**config.mk**
```make
export PLATFORM = sky130hd
export DESIGN_NAME = bpsk_integrate_dump
export DESIGN_NICKNAME = d
export VERILOG_FILES = /design/src/rtl/bpsk_integrate_dump.sv
export SDC_FILE = /design/constraint.sdc
export NUM_CORES = 1
export LEC_CHECK = 0
export BUFFER_PORTS_ARGS = -buffer_cell sky130_fd_sc_hd__buf_2
export CELL_PAD_IN_SITES_DETAIL_PLACEMENT = 1
export CELL_PAD_IN_SITES_GLOBAL_PLACEMENT = 2
export CORE_MARGIN = 2
export CORE_UTILIZATION = 34
export CTS_BUF_LIST = sky130_fd_sc_hd__clkbuf_16
export CTS_CLUSTER_SIZE = 20
export DETAILED_ROUTE_END_ITERATION = 6
export PLACE_DENSITY = 0.9
export SYNTH_ARGS = -nofsm -noshare
export SYNTH_HDL_FRONTEND = slang
export SYNTH_SLANG_ARGS = --single-unit
export TNS_END_PERCENT = 100
```
**constraint.sdc**
```tcl
create_clock -name clk -period 3 [get_ports clk]
set_input_delay 0.3 -clock clk [delete_from_list [all_inputs] [get_ports clk]]
set_output_delay 0.3 -clock clk [all_outputs]
set_load 0.05 [all_outputs]
```
**src/rtl/bpsk_integrate_dump.sv**
```systemverilog
// Integrate-and-dump BPSK slicer: sums SAMPLES_PER_SYM channel samples per symbol and
// emits a hard decision on a 1-deep valid/ready register. Define IAD_SOFT_OUT_EN for soft_out.
module bpsk_integrate_dump #(
    parameter int unsigned DATA_W          = 16,
    parameter int unsigned SAMPLES_PER_SYM = 8
) (
    input  logic              clk,
    input  logic              reset,
    input  logic [DATA_W-1:0] signal_in,
    input  logic              sample_valid,
    input  logic              sym_start,
    input  logic              clear_err,
    output logic              bit_out,
    output logic              bit_valid,
    input  logic              bit_ready,
`ifdef IAD_SOFT_OUT_EN
    output logic [DATA_W-1:0] soft_out,
`endif
    output logic              overflow_err,
    output logic              resync_err
);

    localparam int unsigned CNT_W = $clog2(SAMPLES_PER_SYM);
    localparam int unsigned ACC_W = DATA_W + CNT_W;
    localparam logic [CNT_W-1:0] LastCnt = CNT_W'(SAMPLES_PER_SYM - 1);

    typedef enum logic {StWaitAlign, StIntegrate} state_e;

    state_e             state_q, state_d;
    logic [ACC_W-1:0]   acc_q, acc_d;
    logic [CNT_W-1:0]   cnt_q, cnt_d;
    logic               bit_q, bit_d;
    logic               valid_q, valid_d;
    logic               ovf_q, ovf_d;
    logic               rsy_q, rsy_d;
    logic [ACC_W-1:0]   sample_ext;
    logic [ACC_W-1:0]   sum;
    logic               dump;
`ifdef IAD_SOFT_OUT_EN
    logic [DATA_W-1:0]  soft_q, soft_d;
    logic [DATA_W-1:0]  sum_sat;
    logic [CNT_W:0]     sum_top;
`endif

    assign sample_ext = {{CNT_W{signal_in[DATA_W-1]}}, signal_in};
    assign sum        = acc_q + sample_ext;

`ifdef IAD_SOFT_OUT_EN
    // Sum fits DATA_W only when all bits above the DATA_W sign bit agree with it.
    assign sum_top = sum[ACC_W-1:DATA_W-1];
    always_comb begin
        sum_sat = sum[DATA_W-1:0];
        if (sum_top != '0 && sum_top != '1) begin
            sum_sat = sum[ACC_W-1] ? {1'b1, {(DATA_W-1){1'b0}}} : {1'b0, {(DATA_W-1){1'b1}}};
        end
    end
`endif

    always_comb begin
        state_d = state_q;
        acc_d   = acc_q;
        cnt_d   = cnt_q;
        bit_d   = bit_q;
        valid_d = valid_q;
        ovf_d   = ovf_q;
        rsy_d   = rsy_q;
        dump    = 1'b0;
`ifdef IAD_SOFT_OUT_EN
        soft_d  = soft_q;
`endif
        if (clear_err) begin
            ovf_d = 1'b0;
            rsy_d = 1'b0;
        end

        unique case (state_q)
            StWaitAlign: begin
                if (sample_valid && sym_start) begin
                    acc_d   = sample_ext;
                    cnt_d   = CNT_W'(1);
                    state_d = StIntegrate;
                end
            end
            StIntegrate: begin
                if (sample_valid) begin
                    if (sym_start && cnt_q != '0) begin
                        rsy_d = 1'b1;
                        acc_d = sample_ext;
                        cnt_d = CNT_W'(1);
                    end else if (cnt_q == LastCnt) begin
                        dump  = 1'b1;
                        acc_d = '0;
                        cnt_d = '0;
                    end else begin
                        acc_d = sum;
                        cnt_d = cnt_q + CNT_W'(1);
                    end
                end
            end
            default: state_d = StWaitAlign;
        endcase

        // A decision arriving while the previous one is still unaccepted is lost.
        if (dump) begin
            if (!valid_q || bit_ready) begin
                valid_d = 1'b1;
                bit_d   = ~sum[ACC_W-1];
`ifdef IAD_SOFT_OUT_EN
                soft_d  = sum_sat;
`endif
            end else begin
                ovf_d = 1'b1;
            end
        end else if (valid_q && bit_ready) begin
            valid_d = 1'b0;
        end
    end

    always_ff @(posedge clk) begin
        if (reset) begin
            state_q <= StWaitAlign;
            acc_q   <= '0;
            cnt_q   <= '0;
            bit_q   <= 1'b0;
            valid_q <= 1'b0;
            ovf_q   <= 1'b0;
            rsy_q   <= 1'b0;
`ifdef IAD_SOFT_OUT_EN
            soft_q  <= '0;
`endif
        end else begin
            state_q <= state_d;
            acc_q   <= acc_d;
            cnt_q   <= cnt_d;
            bit_q   <= bit_d;
            valid_q <= valid_d;
            ovf_q   <= ovf_d;
            rsy_q   <= rsy_d;
`ifdef IAD_SOFT_OUT_EN
            soft_q  <= soft_d;
`endif
        end
    end

    assign bit_out      = bit_q;
    assign bit_valid    = valid_q;
    assign overflow_err = ovf_q;
    assign resync_err   = rsy_q;
`ifdef IAD_SOFT_OUT_EN
    assign soft_out     = soft_q;
`endif

endmodule

```
**After elaboration in Yosys (flattened, before gate mapping)**

Cells that the tools add are included.

- Output and inout bits: 4
- Input bits: 22
- Flip-flop bits (word level): 27

- Add/sub/neg operators: 2
- Reductions and logical operators: 10
- Bitwise logic cells: 2
- Equality and inequality tests: 4
- Multiplexer cells: 26

Operators by type and width:

| operator | count |
|---|---|
| $mux W19 | 4 |
| $pmux W19 S2 | 1 |
| $add A19 B19 Y19 | 1 |
| $mux W1 | 16 |
| $mux W3 | 4 |
| $pmux W3 S2 | 1 |
| $reduce_and A2 Y1 | 3 |
| $ne A2 B2 Y1 const B | 2 |
| $add A3 B1 Y3 const B | 1 |
| $eq A3 B3 Y1 const B | 1 |
| $logic_and A1 B1 Y1 | 3 |
| $reduce_bool A3 Y1 | 1 |
| $ne A2 B1 Y1 const B | 1 |
| $not A1 Y1 | 2 |
| $reduce_bool A2 Y1 | 1 |
| $logic_not A1 Y1 | 1 |
| $logic_or A1 B1 Y1 | 1 |

**Depth between registers and ports, before layout**

- Depth in word-level cells: 7
- Depth in mapped cells: 10

**Worst setup path after synthesis**

No wires, ideal clock.

- Path type: reg-to-reg
- Start: register acc_q[0]
- End: register acc_q[12]
- Path buffers: 0
- Library setup time: 0.117 ns
- Path slack: 0.787 ns
- Stages on the path, launching flop included: 10
- Arrival time: 2.096 ns
- Cells stage by stage: dfxtp_1 > ha_1 > inv_1 > fa_1 > nor2b_1 > o31a_1 > o21ai_1 > o21ba_1 > or3_1 > a32o_1

- Cells in the longest elaborated chain, start to end: 5

RTL lines:

| item | RTL line | RTL |
|---|---|---|
| from (decl) | 30 | `logic [ACC_W-1:0] acc_q, acc_d;` |
| from (signal assigned) | 122 | `acc_q <= '0;` |
| from (signal assigned) | 133 | `acc_q <= acc_d;` |
| $add A19 B19 Y19 | 46 | `assign sum = acc_q + sample_ext;` |
| $mux W19 | 90 | `end else if (cnt_q == LastCnt) begin` |
| $mux W19 | 86 | `if (sym_start && cnt_q != '0) begin` |
| $mux W19 | 85 | `if (sample_valid) begin` |
| $pmux W19 S2 | 76 | `unique case (state_q)` |

Every way passes these cells. The select of a mux whose other input is x is not followed.
A chain may end at the register's enable or synchronous reset.

**Worst setup path after layout**

Ends and elaborated chain as after synthesis.

==> results.md <==
* Global route total overflow at 0
* GRT Overall Usage at approximately a fifth
* Endpoints failing hold at 0
* Pwr/cell area at 427.0 nW/um2
* Wire per inst at 17.17 um
* Die width at 86.96 um
* Fillers at 833
* Placed insts at 400
* Final ANT Viol Nets at 0
* Ys flop type: dfxtp_1
* Routability cong. at 0.8579
* Die H at about 87 um
* Postcts setup bufs at 0
* Clock latency at the later pin of the worst-skew pair at 270 ps
* # DRC at 0
* TNS Setup at 0 ps
* Reg2Reg Setup Slack at 530 ps
* First-pass GRT wire length at 11,470 um
* Hold Path Class: in -> reg
* IO Count at 26
* Initial Util at between 30% and 40%
* Post-Layout Cell Count at 404
* Layout Skew at ~4.0 ps
* Vias in the first global route at 2,401
* Commonest non-fill, non-tap cell in the layout: nor2_1
* Storage cell area at 540.5 um2
* Num Clock Sinks at 27
* Slew Limit Fails at 0
* Fmax achieved at 405.0 MHz
* CP Data Arrival Time at 2630 ps
* Detailed Place HPWL at 5279 um
* Core Box Area at 6719 um2
* Syn-to-layout area delta at 8.502%
* Pleak at 0.001070 uW
* Fin nets at 369
* Routed vias at 2,389
* Tmin final at 2469 ps
* Worst-margin pin slew at 606.7 ps
* Unique cell type count in the Yosys netlist at 62
* CP max stage cell: fa_1
* Full die area at 7561 um2
* # diodes at 0
* Largest net degree at the start of global routing at 29
* Layout cells sized above 1 at 12.65%
* Post-Route WL at 6936 um
* Fin util at 37.78%
* Via/cell ratio at 5.913
* Total CTS buffers at 3
* MaxCap Viol Count at 0
* Final Setup Violations at 0
* Multi-input gate area at 1608 um2
* Sequential-to-total area share from yosys stat at between 20 and 25%
* Post-Synthesis Cells at 309
* I/O Buffers at 25
* CTS tree: done
* Drt first pass iters at 4
* Syn. warnings at 0
* Syn nets at between 300 and 400
* DR iter-0 viols at 65
* Worst VDD drop at between 0.15 and 0.2 mV
* Post-Syn Area per Cell at 7.572 um2
* Peak per-stage delay on the critical path at 370 ps
* Root Buffer: clkbuf_16
* Rows at 30
* Crit path max fanout at 5
* Status: complete, no violations
* Hold_buf cts at 0
* Crit start category: register
* WS Path Type: reg -> reg
* Worst Setup End Kind: register
* Cts repair resizes at 0
* Initial antenna violation count at 0
* Most frequent cells in the layout: 41 x nor2_1, 30 x a21oi_1, 27 x dfxtp_1
* Period utilization at between 80 and 90%
* Buffer levels on the longest clock path at 2
* Worst slew margin at 59.28%
* Post-synthesis register bit count at 27
* EDFF count, synth at 0
* Mapped cell area at 2340 um2
* Cells along the critical path: ha_1 > inv_1 > fa_1 > nor2b_1 > o31a_1 > o21ai_1 > o21ba_1 > or3_1 > a32o_1
* RSZ-0062 raised after global routing: false
* H-tree depth at 1
* Worst Path Required at 3160 ps
* Clk pin slew, worst setup/hold paths at 80 ps
* FFs w/ async S/R, synth at 0%
==> cells by family after synthesis <==
family                   share of synthesized area, %
adder cells (fa/ha/maj)                         12.09
XOR/XNOR                                        1.498
multiplexers                                    1.390
AND/OR/NAND/NOR                                 25.14
AO/OA/AOI/OAI                                   28.61
buffers and inverters                           8.182
flip-flops                                      23.10
==> synthesized netlist by cell type (all sizes together), types with 2 or more instances <==
cell type  count  area (um2)
or2            2       12.52
nand3         10       50.05
or3            5       31.28
nor2b          2       12.51
dfxtp         27       540.5
a211oi        11       87.58
a21o           6       46.30
a211o          3       27.53
o21ai         19       95.09
o211ai         5       37.54
a31oi          2       12.51
inv           14       52.55
a32oi          2       17.52
clkbuf         8       50.05
nor2          41       153.9
and3           3       18.77
mux2           2       22.52
ha            21       262.8
xor2           3       26.28
nand2b         3       26.27
a21oi         30       150.1
nand4         11       68.82
a221oi         2       17.52
nand2         24       90.09
buf           10       88.83
o21a           4       30.03
nor3           8       40.04
nor4           6       37.54
a22oi          2       15.01
==> power by group <==
group	switching, uW	internal [uW]
registers	14.8	383
logic	225	136
clock network	143	182
==> metal layers <==
layer	global-route usage (%)	wire length, um	vias to the layer above
met5	0	0	-
met4	5.398	132	0
met3	2.180	257	10
met2	33.31	3316	45
met1	24.21	3229	1156
li1	-	-	1178
==> registers in the layout, summed over array words and instances, names as in the netlist <==
register / cells
bit_valid: 1
acc_q: 19
state_q: 1
overflow_err: 1
resync_err: 1
bit_out: 1
cnt_q: 3
==> worst max-delay path: cells and delay by family (launching register included) <==
family / cells / cell delay [ps]
AO/OA/AOI/OAI: 4 / 850
AND/OR/NAND/NOR: 2 / 560
adder cells (fa/ha/maj): 2 / 550
flip-flops: 1 / 340
buffers and inverters: 1 / 60
==> worst paths after layout <==
| kind | startpoint | to | cells after the start |
|---|---|---|---|
| min | clear_err | resync_err | 3 |
| max reg2reg | acc_q[0] | acc_q[12] | 9 |
| max | acc_q[0] | acc_q[12] | 9 |
| min reg2reg | cnt_q[1] | cnt_q[1] | 2 |
==> layout make-up <==
cell class,instances,area share [%]
Tap cell,80,3.943
Multi-Input combinational cell,250,63.33
Timing Repair Buffer,29,6.111
Inverter,14,2.070
Clock buffer,3,2.957
Sequential cell,27,21.29
Clock inverter,1,0.2957
==> stage by stage <==
stage                     power (uW)  worst slack (ps)  hold WS, ps  area [um2]
final                           1084             530.9        310.3        2539
after detailed placement       765.5             481.8        460.6        2456
after global routing            1156             372.6        315.6        2539
after CTS                       1092             511.2        310.1        2539
after global placement         751.5             561.3        456.5        2456
after floorplan                687.4             786.7        444.7        2340
Note: power is estimated with default switching activity, not from simulation.
